## config.mk

```make
export PLATFORM = sky130hd
export DESIGN_NAME = input_fifo
export DESIGN_NICKNAME = d
export VERILOG_FILES = /design/src/rtl/input_fifo.sv
export SDC_FILE = /design/constraint.sdc
export NUM_CORES = 1
export LEC_CHECK = 0
export BUFFER_PORTS_ARGS = -buffer_cell sky130_fd_sc_hd__buf_2
export CAP_MARGIN = 25
export CORE_AREA = 8 8 234 460
export CTS_CLUSTER_SIZE = 28
export DETAILED_ROUTE_END_ITERATION = 8
export DIE_AREA = 0 0 242 468
export PLACE_DENSITY_LB_ADDON = 0.08
export SLEW_MARGIN = 20
export SYNTH_ARGS = -nofsm -noshare
export SYNTH_HDL_FRONTEND = slang
export SYNTH_SLANG_ARGS = --single-unit
```

## constraint.sdc

```tcl
create_clock -name clk -period 13.3 [get_ports clk]
set_clock_uncertainty 0.1 [all_clocks]
set_input_delay 1.995 -clock clk [delete_from_list [all_inputs] [get_ports clk]]
set_output_delay 1.995 -clock clk [all_outputs]
set_load 0.03 [all_outputs]
```

## src/rtl/input_fifo.sv

```systemverilog
// input_fifo: first-word-fall-through FIFO for wl_bitmap words passed from the DMA
// engine to the SNN core controller. It also has a small MMIO window that reports
// status, holds sticky overflow/underflow flags and a high-water mark, and accepts
// a software flush command.
module input_fifo #(
    parameter int WIDTH = 64,               // snn_soc_pkg::NUM_INPUTS
    parameter int DEPTH = 16,
    localparam int CW = $clog2(DEPTH + 1)
) (
    input  logic             clk,
    input  logic             rst_n,
    // producer side (DMA)
    input  logic             push,
    input  logic [WIDTH-1:0] wdata,
    output logic             full,
    // consumer side (core controller)
    input  logic             pop,
    output logic [WIDTH-1:0] rdata,
    output logic             empty,
    output logic [CW-1:0]    count,
    // MMIO register window
    input  logic             req_valid,
    input  logic             req_write,
    input  logic [31:0]      req_addr,
    input  logic [31:0]      req_wdata,
    input  logic [3:0]       req_wstrb,
    output logic [31:0]      reg_rdata
);

    localparam int AW = $clog2(DEPTH);

    localparam logic [7:0] ADDR_STATUS = 8'h00;
    localparam logic [7:0] ADDR_CTRL   = 8'h04;
    localparam logic [7:0] ADDR_DEPTH  = 8'h08;

    // The pointers wrap naturally only for a power-of-two depth, and the count and
    // hwm fields of STATUS are 8 bits wide.
    if ((DEPTH < 2) || ((DEPTH & (DEPTH - 1)) != 0) || (DEPTH > 128)) begin : g_bad_depth
        $error("input_fifo: DEPTH must be a power of two between 2 and 128");
    end

    logic [WIDTH-1:0] mem_q [DEPTH];

    logic [AW-1:0] wr_ptr_q, wr_ptr_d;
    logic [AW-1:0] rd_ptr_q, rd_ptr_d;
    logic [CW-1:0] count_q, count_d;
    logic [CW-1:0] hwm_q, hwm_d;
    logic          overflow_q, overflow_d;
    logic          underflow_q, underflow_d;

    logic wr_en;
    logic status_wr;
    logic flush;
    logic ovf_clr;
    logic unf_clr;
    logic hwm_clr;
    logic eff_push;
    logic eff_pop;
    logic ovf_set;
    logic unf_set;

    // These request bits carry no meaning: every register is bit-command.
    logic unused_req_bits;
    assign unused_req_bits = ^{req_wstrb, req_addr[31:8], req_wdata[31:5], req_wdata[1]};

    // Decode MMIO writes into flush and W1C commands.
    always_comb begin
        wr_en     = req_valid && req_write;
        status_wr = wr_en && (req_addr[7:0] == ADDR_STATUS);
        flush     = wr_en && (req_addr[7:0] == ADDR_CTRL) && req_wdata[0];
        ovf_clr   = status_wr && req_wdata[2];
        unf_clr   = status_wr && req_wdata[3];
        hwm_clr   = status_wr && req_wdata[4];
    end

    // Status flags are taken from the registered occupancy.
    always_comb begin
        full  = (count_q == CW'(DEPTH));
        empty = (count_q == '0);
        count = count_q;
    end

    // A push into a full FIFO is accepted only when a pop frees a slot on the same
    // edge. A flush cancels both sides and raises no flags.
    always_comb begin
        eff_push = push && (!full || pop) && !flush;
        eff_pop  = pop && !empty && !flush;
        ovf_set  = push && full && !pop && !flush;
        unf_set  = pop && empty && !flush;
    end

    // Next state for the pointers, occupancy, sticky flags and high-water mark.
    always_comb begin
        wr_ptr_d    = wr_ptr_q;
        rd_ptr_d    = rd_ptr_q;
        count_d     = count_q;
        overflow_d  = overflow_q;
        underflow_d = underflow_q;
        hwm_d       = hwm_q;

        if (flush) begin
            wr_ptr_d = '0;
            rd_ptr_d = '0;
            count_d  = '0;
        end else begin
            if (eff_push) begin
                wr_ptr_d = wr_ptr_q + AW'(1);
            end
            if (eff_pop) begin
                rd_ptr_d = rd_ptr_q + AW'(1);
            end
            count_d = count_q + CW'(eff_push) - CW'(eff_pop);
        end

        // When a new event coincides with a W1C write, the event wins.
        if (ovf_set) begin
            overflow_d = 1'b1;
        end else if (ovf_clr) begin
            overflow_d = 1'b0;
        end

        if (unf_set) begin
            underflow_d = 1'b1;
        end else if (unf_clr) begin
            underflow_d = 1'b0;
        end

        // Clearing the mark restarts it from the occupancy of the coming cycle, so
        // an occupancy reached on the same edge is still recorded.
        if (hwm_clr) begin
            hwm_d = count_d;
        end else if (count_d > hwm_q) begin
            hwm_d = count_d;
        end
    end

    // Control and status state register.
    always_ff @(posedge clk or negedge rst_n) begin
        if (!rst_n) begin
            wr_ptr_q    <= '0;
            rd_ptr_q    <= '0;
            count_q     <= '0;
            overflow_q  <= 1'b0;
            underflow_q <= 1'b0;
            hwm_q       <= '0;
        end else begin
            wr_ptr_q    <= wr_ptr_d;
            rd_ptr_q    <= rd_ptr_d;
            count_q     <= count_d;
            overflow_q  <= overflow_d;
            underflow_q <= underflow_d;
            hwm_q       <= hwm_d;
        end
    end

    // Storage array. It is not reset: the count marks which entries are valid.
    always_ff @(posedge clk) begin
        if (eff_push) begin
            mem_q[wr_ptr_q] <= wdata;
        end
    end

    // The head entry falls through to rdata. It reads as zero while the FIFO is empty.
    always_comb begin
        rdata = '0;
        if (!empty) begin
            rdata = mem_q[rd_ptr_q];
        end
    end

    // Combinational MMIO read mux.
    always_comb begin
        reg_rdata = '0;
        case (req_addr[7:0])
            ADDR_STATUS: reg_rdata = {8'h00, 8'(hwm_q), 8'(count_q), 4'h0,
                                      underflow_q, overflow_q, full, empty};
            ADDR_DEPTH:  reg_rdata = 32'(DEPTH);
            default:     reg_rdata = '0;
        endcase
    end

endmodule

```

Word-level counts from Yosys, hierarchy flattened
Memories as Yosys holds them, arrays and structs flattened.
Index checks and enable logic that the tools add are counted.
{"block": "word_totals", "register_bits": 20, "ramBits": 1024, "out_inout_bits": 103, "memories": 1}
{"name": "mem_q", "words": 16, "word_bits": 64, "read_ports": 1, "rd_ports_with_merged_regs": 0, "wr": 1, "line": "42", "source": "logic [WIDTH-1:0] mem_q [DEPTH];"}
{"block": "op_classes", "addsub": 4, "magnitude_cmp": 1, "eq_ne": 3, "mux": 15, "n_reduce_logical": 28}
{"cell": "2-to-1 mux 64 bit", "count": 1}
{"cell": "one-hot mux 21 bit (2 select lines)", "count": 1}
{"cell": "logical AND 1 bit", "count": 16}
{"cell": "2-to-1 mux 4 bit", "count": 4}
{"cell": "2-to-1 mux 5 bit", "count": 3}
{"cell": "nonzero test 2 bit", "count": 5}
{"cell": "adder 4 x 1 -> 4 bit (second input constant)", "count": 2}
{"cell": "equality test 8 x 3 -> 1 bit (second input constant)", "count": 1}
{"cell": "equality test 8 x 4 -> 1 bit (second input constant)", "count": 1}
{"cell": "zero test 8 bit", "count": 1}
{"cell": "2-to-1 mux 1 bit", "count": 6}
{"cell": "adder 5 x 1 -> 5 bit", "count": 1}
{"cell": "equality test 5 bit (second input constant)", "count": 1}
{"cell": "> comparator 5 bit", "count": 1}
{"cell": "zero test 5 bit", "count": 1}
{"cell": "subtractor 5 x 1 -> 5 bit", "count": 1}
{"cell": "zero test 1 bit", "count": 4}
{"cell": "logical OR 1 bit", "count": 1}

Depth between registers and ports, before layout
Gate-level depths: netlist of run 1.
{"block": "depth", "word_depth": 11, "ltp_mapped": 20}

Worst setup path after synthesis of run 1
OpenSTA, ideal clock, no wires.
{"block": "synth_timing", "kind": "in2reg", "from": "input pop", "to": "memory mem_q[4][0], enable pin", "arrival_time_ps": 7188, "required_time_ps": 12635, "setup_slack_ps": 5447, "stages": 5, "path_cell_list": "clkbuf_1 > o21ai_1 > or2_1 > buf_4 > nor3_1"}
{"block": "synth_between", "elab_chain_len": 5}
{"element": "from (decl)", "line": "17", "source": "input logic pop,"}
{"element": "logical OR 1 bit", "line": "86", "source": "eff_push = push && (!full || pop) && !flush;"}
{"element": "logical AND 1 bit (2 in a row)", "line": "86"}
{"element": "2-to-1 mux 1 bit", "line": "158", "source": "if (eff_push) begin"}
{"element": "2-to-1 mux 1 bit (not written as such)", "line": "159", "source": "mem_q[wr_ptr_q] <= wdata;"}
{"element": "to (decl)", "line": "42"}
No other way between the ends.

Worst setup path in the final report of run 1
{"block": "layout_timing", "from": "register rd_ptr_q[0]", "to": "output rdata[46]"}
{"block": "layout_between", "elab_chain_len": 2}
{"element": "from (decl)", "line": "45", "source": "logic [AW-1:0] rd_ptr_q, rd_ptr_d;"}
{"element": "from (signal assigned)", "line": "148", "source": "rd_ptr_q <= rd_ptr_d;"}
{"element": "memory read (16 x 64 bit)"}
{"element": "2-to-1 mux 64 bit", "line": "166", "source": "if (!empty) begin"}
{"element": "to (decl)", "line": "18", "source": "output logic [WIDTH-1:0] rdata,"}
No other way between the ends.

==> results of run 1 <==
## cells by family (layout without fill, tap and decap cells)
family | after synthesis | after routing | synth area share
DFF | 1044 | 1044 | 0.775
muxes | 389 | 389 | 0.177
buffers and inverters | 129 | 392 | 0.0155
and+or+nand+nor | 84 | 84 | 0.0124
AOI/OAI and AO/OA | 81 | 81 | 0.0130
adders and majority gates | 17 | 17 | 0.00546
xor gates and xnor gates | 8 | 8 | 0.00174
other | 1 | 27 | 0.0000930
## worst max-delay path, delay by kind of cell, from the launching register on
| kind | cells | cell delay (ps) |
|---|---|---|
| AO/OA/AOI/OAI | 1 | 160 |
| buffers and inverters | 3 | 1740 |
| flip-flops | 1 | 860 |
| multiplexers | 2 | 810 |
## per-layer routing
| layer | vias up | wire [um] |
|---|---|---|
| li1 | 7796 | - |
| met1 | 9722 | 39300 |
| met2 | 314 | 49000 |
| met3 | 103 | 4140 |
| met4 | 12 | 1500 |
| met5 | - | 70 |
## worst max path at each step
stage / start / endpoint / cells after the start
after floorplan: pop / mem_q[4][0] / 5
after global placement: req_addr[5] / hwm_q[2] / 19
after detailed placement: req_addr[5] / hwm_q[0] / 19
after CTS: rd_ptr_q[0] / rdata[46] / 6
after global routing: rd_ptr_q[0] / rdata[60] / 6
final: rd_ptr_q[0] / rdata[46] / 6
## power by group through the flow
stage	registers, mW	logic (mW)	clock network, mW
finish	4.14	3.32	2.78
floorplan	4.12	2.48	0
detailed placement	4.22	3.41	0
global placement	4.21	3.41	0
CTS	4.15	3.42	2.87
global route	4.17	3.59	2.98
## synth_stat cells, types with 2 or more instances
library cell  count
o22ai_1          64
nand4bb_1         2
nor3_1            4
mux2i_1         129
o21ai_0           2
nor4b_1           2
mux4_2          256
mux2_4            4
buf_1            14
and2_1           13
nand2b_1          3
edfxtp_1       1024
buf_2            46
nand3_1           8
clkbuf_1         31
dfrtp_1          20
nor2_1           15
nor4_2            2
xor2_1            5
nand2_1          11
xnor2_1           3
a21o_1            2
ha_1             16
buf_4            22
inv_1            16
and3_1            2
a21oi_1           6
or3_1             3
nor4_1            9
## final cells by class
class	count	share of cell area
sequential	1044	0.680
multi-input combinational	596	0.187
clock buffer	111	0.0540
tap	1344	0.0366
timing repair buffer	204	0.0258
clock inverter	61	0.0144
inverter	16	0.00131
antenna	10	0.000545
## registers in the layout, summed over array words and instances (netlist names)
name and count:
mem_q 1024, wr_ptr_q 4, underflow_q 1, count 5, hwm_q 5, rd_ptr_q 4
overflow_q 1
## per-stage QoR
stage | cell area, um^2 | hold WS, ps | setup slack, ps | cells | power, mW
6_report | 45900 | 381 | 6880 | 3386 | 10.2
5_1_grt | 45900 | 396 | 6440 | 3376 | 10.7
4_1_cts | 45900 | 389 | 6580 | 3375 | 10.4
3_5_place_dp | 42700 | 374 | 6240 | 3203 | 7.63
3_3_place_gp | 42700 | 355 | 6200 | 3201 | 7.62
2_1_floorplan | 40400 | 341 | 5450 | 1769 | 6.60
==> impl_metrics.csv, run 1 <==
group,metric,value,unit
routing,wire_per_inst,27.8,um
timing,rsz0062_at_grt,"false",
final_layout,mostFrequentLayoutCell,"edfxtp_1",
worst_setup_path,worstPathArrival,4330,ps
worst_setup_path,cp-end-kind,"output pin",
grt,grt.overflow.total,0,
logic_synthesis,synth_ff_type,"edfxtp_1",
final_layout,multi_input_area,0.00859,mm^2
logic_synthesis,async_flop_share,0.0192,
final_layout,mostFrequentLayoutCells,"1024 x edfxtp_1, 256 x mux4_2, 167 x buf_2, 129 x mux2i_1, 97 x clkbuf_16",
routing,drcViolationCount,0,
timing,fin_crit_sh,0.483,
grt,busiest_layer,"met2",
power,p_leak,14.9,nW
routing,postRouteAntennaNets,0,
timing,tightest_slew,1080,ps
grt,grt_pass1_vias,19400,
logic_synthesis,yosysTopAreaCell,"edfxtp_1",
hold_path,holdCritStartpoint,"overflow_q",
timing,finalSetupTns,0,ps
logic_synthesis,syn_avg_cell_area,23.0,um^2
worst_setup_path,r2r-start,"count[2]",
power,power.internal,6.88,mW
logic_synthesis,yosysWarnings,0,
routing,routed_wl,94.0,mm
timing,fin_crit,6420,ps
grt,groute.layer.met1.usage,0.210,
final_layout,ff_latch_area,0.0313,mm^2
grt,antenna_found_initial,17,
grt,grtUsageMet2,0.291,
grt,grt_util_all_layers,0.166,
cts,path_clk_slew,60,ps
worst_setup_path,required,11200,ps
cts,clk_latency,670,ps
worst_setup_path,path_class,"register to output pin",
final_layout,post-route-util,0.451,
placement,hpwl,47.9,mm
hold_path,hp-class,"register to register",
final_layout,drive_gt1_frac,0.313,
timing,fmax,156,MHz
die,core.rowCount,166,
cts,numCtsBuffers,94,
power,power.share.clock,0.272,
cts,htree_levels,3,
timing,slew_violations,0,
logic_synthesis,synth_cells,1753,
logic_synthesis,synth-edff-count,1024,
cts,root_buffer,"clkbuf_16",
die,core_area,0.102,mm^2
power,p_comb_frac,0.324,
routing,viasPerCell,5.30,
hold_path,min_to,"overflow_q",
cts,clock-sinks,1044,
worst_setup_path,reg2reg_slack,7880,ps
grt,grtUsageMet3,0.0330,
worst_setup_path,worst-path-max-fanout,43,
cts,cts_hold_buf,0,
routing,drt_iter0_drc,1129,
logic_synthesis,synth_top_area_share,0.763,
power,p_seq_frac,0.404,
logic_synthesis,synth-seq-cells,1044,
worst_setup_path,cp-start-kind,"register",
logic_synthesis,ys_seq_area_frac,0.775,
outcome,outcome,"finished clean",
worst_setup_path,worst_path_most_repeated_cell,"buf_4",
final_layout,nNetsFinal,2111,
power,peakVddDrop,0.167,mV
placement,finalWeightedCongestion,0.668,
die,start_util,0.396,
cts,cts_buffer_depth,3,
grt,grt_pass1_wl,138,mm
logic_synthesis,synthTopCellsByArea,"edfxtp_1 76%, mux4_2 14%, mux2i_1 3.2%, dfrtp_1 1.2%, o22ai_1 0.99%",
hold_path,hold_path_depth,1,
worst_setup_path,worstReg2RegEnd,"hwm_q[1]",
power,p_sw_frac,0.329,
cts,cts_tree,"built",
logic_synthesis,yosysUniqueCellTypes,48,
power,powerDensity,223,mW/mm^2
final_layout,syn2layout_area_growth,14.0,%
grt,grt_max_degree,133,
logic_synthesis,syn_area,0.0403,mm^2
timing,hold_viol_final,0,
run,cap_violations,0,
die,die_w,242,um
cts,cts_resized,0,
routing,via_count,17900,
routing,dr.pass1.iters,4,
cts,post-cts-setup-buffer-count,0,
worst_setup_path,cp_slowest_cell,"dfrtp_4",
die,dieHeight,468,um
final_layout,nFillCells,8682,
placement,io_buffers,167,
power,switchingPower,3.36,mW
die,ios,241,
worst_setup_path,crit_chain,"buf_4 -> buf_4 -> mux4_2 -> mux2i_1 -> o22ai_1 -> buf_2",
die,dieArea,0.113,mm^2
timing,slew_headroom,0.282,
worst_setup_path,critPathMaxStageDelay,860,ps
worst_setup_path,r2r.worst_path.cells,19,
timing,setup_viol_count_final,0,
No activity file was read; power rests on OpenSTA's default activity.
==> inputs of run 2 (changes only) <==
==> constraint.sdc (replaced) <==
create_clock -name clk -period 5.2 [get_ports clk]
set_clock_uncertainty 0.1 [all_clocks]
set_input_delay 0.78 -clock clk [delete_from_list [all_inputs] [get_ports clk]]
set_output_delay 0.78 -clock clk [all_outputs]
set_load 0.03 [all_outputs]
==> impl_metrics.csv, run 2 (same netlist as run 1, synthesis figures left out) <==
group,metric,value,unit
cts,cts_tree,"built",
grt,grt_pass1_wl,138,mm
final_layout,post-route-util,0.457,
final_layout,ff_latch_area,0.0313,mm^2
die,core.rowCount,166,
die,die_w,242,um
cts,clk_latency,680,ps
final_layout,syn2layout_area_growth,15.3,%
power,p_leak,15.1,nW
final_layout,mostFrequentLayoutCell,"edfxtp_1",
die,dieHeight,468,um
timing,fmax,215,MHz
routing,via_count,18100,
grt,grt_max_degree,82,
run,cap_violations,0,
worst_setup_path,worst_path_most_repeated_cell,"ha_1",
routing,wire_per_inst,27.6,um
final_layout,final_area,0.0465,mm^2
final_layout,nFillCells,8618,
timing,rsz0062_at_grt,"false",
die,start_util,0.396,
worst_setup_path,critPathMaxStageDelay,610,ps
placement,hpwl,52.8,mm
worst_setup_path,worst-path-max-fanout,5,
routing,drcViolationCount,0,
cts,htree_levels,3,
grt,grt_util_all_layers,0.166,
timing,tightest_slew,1020,ps
cts,cts_buffer_depth,3,
routing,drt_iter0_drc,1231,
cts,clock-sinks,1044,
timing,setup_viol_count_final,0,
final_layout,multi_input_area,0.00859,mm^2
power,peakVddDrop,0.378,mV
worst_setup_path,path_class,"register to register",
worst_setup_path,cp-start-kind,"register",
worst_setup_path,crit_chain,"inv_1 -> ha_1 -> or4b_2 -> nand2_1 -> nor2_1 -> ha_1 -> inv_1 -> ha_1 -> inv_1 -> fa_1 -> nand2b_1 -> a21oi_1 -> xnor2_1 -> nor2_1 -> ha_1 -> nand4_1 -> or2_2 -> a22oi_4 -> mux2_4",
final_layout,mostFrequentLayoutCells,"1024 x edfxtp_1, 256 x mux4_2, 167 x buf_2, 129 x mux2i_1, 94 x clkbuf_16",
outcome,outcome,"finished clean",
cts,numCtsBuffers,93,
final_layout,regMostFlops,"mem_q",
worst_setup_path,cp-end-kind,"register",
timing,fin_crit,4660,ps
final_layout,drive_gt1_frac,0.322,
timing,slew_headroom,0.323,
cts,path_clk_slew,60,ps
die,ios,241,
routing,viasPerCell,5.31,
grt,grt_pass1_vias,19900,
cts,post-cts-setup-buffer-count,0,
timing,slew_violations,0,
timing,hold_viol_final,0,
cts,root_buffer,"clkbuf_16",
placement,place_area,0.0432,mm^2
power,powerDensity,575,mW/mm^2
final_layout,nNetsFinal,2141,
worst_setup_path,required,5660,ps
timing,finalSetupTns,0,ps
grt,antenna_found_initial,12,
placement,io_buffers,167,
worst_setup_path,worstPathArrival,5120,ps
timing,fin_crit_sh,0.896,
grt,grt.overflow.total,0,
placement,pre_cts_ws,97.0,ps
final_layout,largest_register_ff_count,1024,
worst_setup_path,cp_slowest_cell,"or4b_2",
routing,postRouteAntennaNets,0,
power,total_power,26.7,mW
routing,routed_wl,94.1,mm
routing,dr.pass1.iters,5,
die,core_area,0.102,mm^2
timing,fin_ws,539,ps
hold_path,hp-class,"input pin to register",
placement,finalWeightedCongestion,0.717,
die,dieArea,0.113,mm^2
[run 2: through the flow]
stage          instances  hold slack, ps
6_report            3413             291
3_5_place_dp        3234             377
5_1_grt             3406             272
2_1_floorplan       1769             341
4_1_cts             3406             240
3_3_place_gp        3234             365
[run 2: area by class of cell]
class	instances	share of cell area
antenna	7	0.000377
timing repair buffer	235	0.0352
sequential	1044	0.673
inverter	16	0.00129
clock inverter	63	0.0178
tap	1344	0.0362
multi-input combinational	596	0.185
clock buffer	108	0.0517
[run 2: path summary, 6_finish.rpt]
| kind | start | endpoint | slack, ps | cells past startpoint |
|---|---|---|---|---|
| worst max-delay path | count[3] | hwm_q[0] | 540 | 19 |
| worst min-delay path | req_wdata[2] | overflow_q | 290 | 3 |
| worst max register to register | count[3] | hwm_q[0] | 540 | 19 |
| worst min register to register | overflow_q | overflow_q | 380 | 1 |
| max in group asynchronous | rst_n | rd_ptr_q[0] | 4130 | 2 |
| min in group asynchronous | rst_n | count[1] | 500 | 2 |
[run 2: timing repair]
item	4_1_cts	5_1_grt
endpoints found under the hold margin	20	0
hold buffers	1	0
gates resized for setup	0	0
[run 2: metal layers]
metal,vias up,track usage,share of wire
met5,-,0,0.00044
met4,6,0.0401,0.017
met3,117,0.0338,0.044
met2,342,0.292,0.52
met1,9801,0.210,0.42
li1,7872,-,-
[run 2: critical path, delay by kind of cell, from the launching register on]
kind                     cells  cell delay, ps
adder cells (fa/ha/maj)      5            1360
XOR/XNOR                     1             180
flip-flops                   1             410
AND/OR/NAND/NOR              7            1520
buffers and inverters        3             220
AO/OA/AOI/OAI                2             420
multiplexers                 1             330
[run 2: power by group]
group	switching, mW	internal, mW	total [mW]	leakage [nW]
registers	0.440	10.1	10.6	9.48
logic	5.12	3.66	8.78	4.10
clock network	3.10	4.27	7.37	1.56
total	8.65	18.1	26.7	15.1
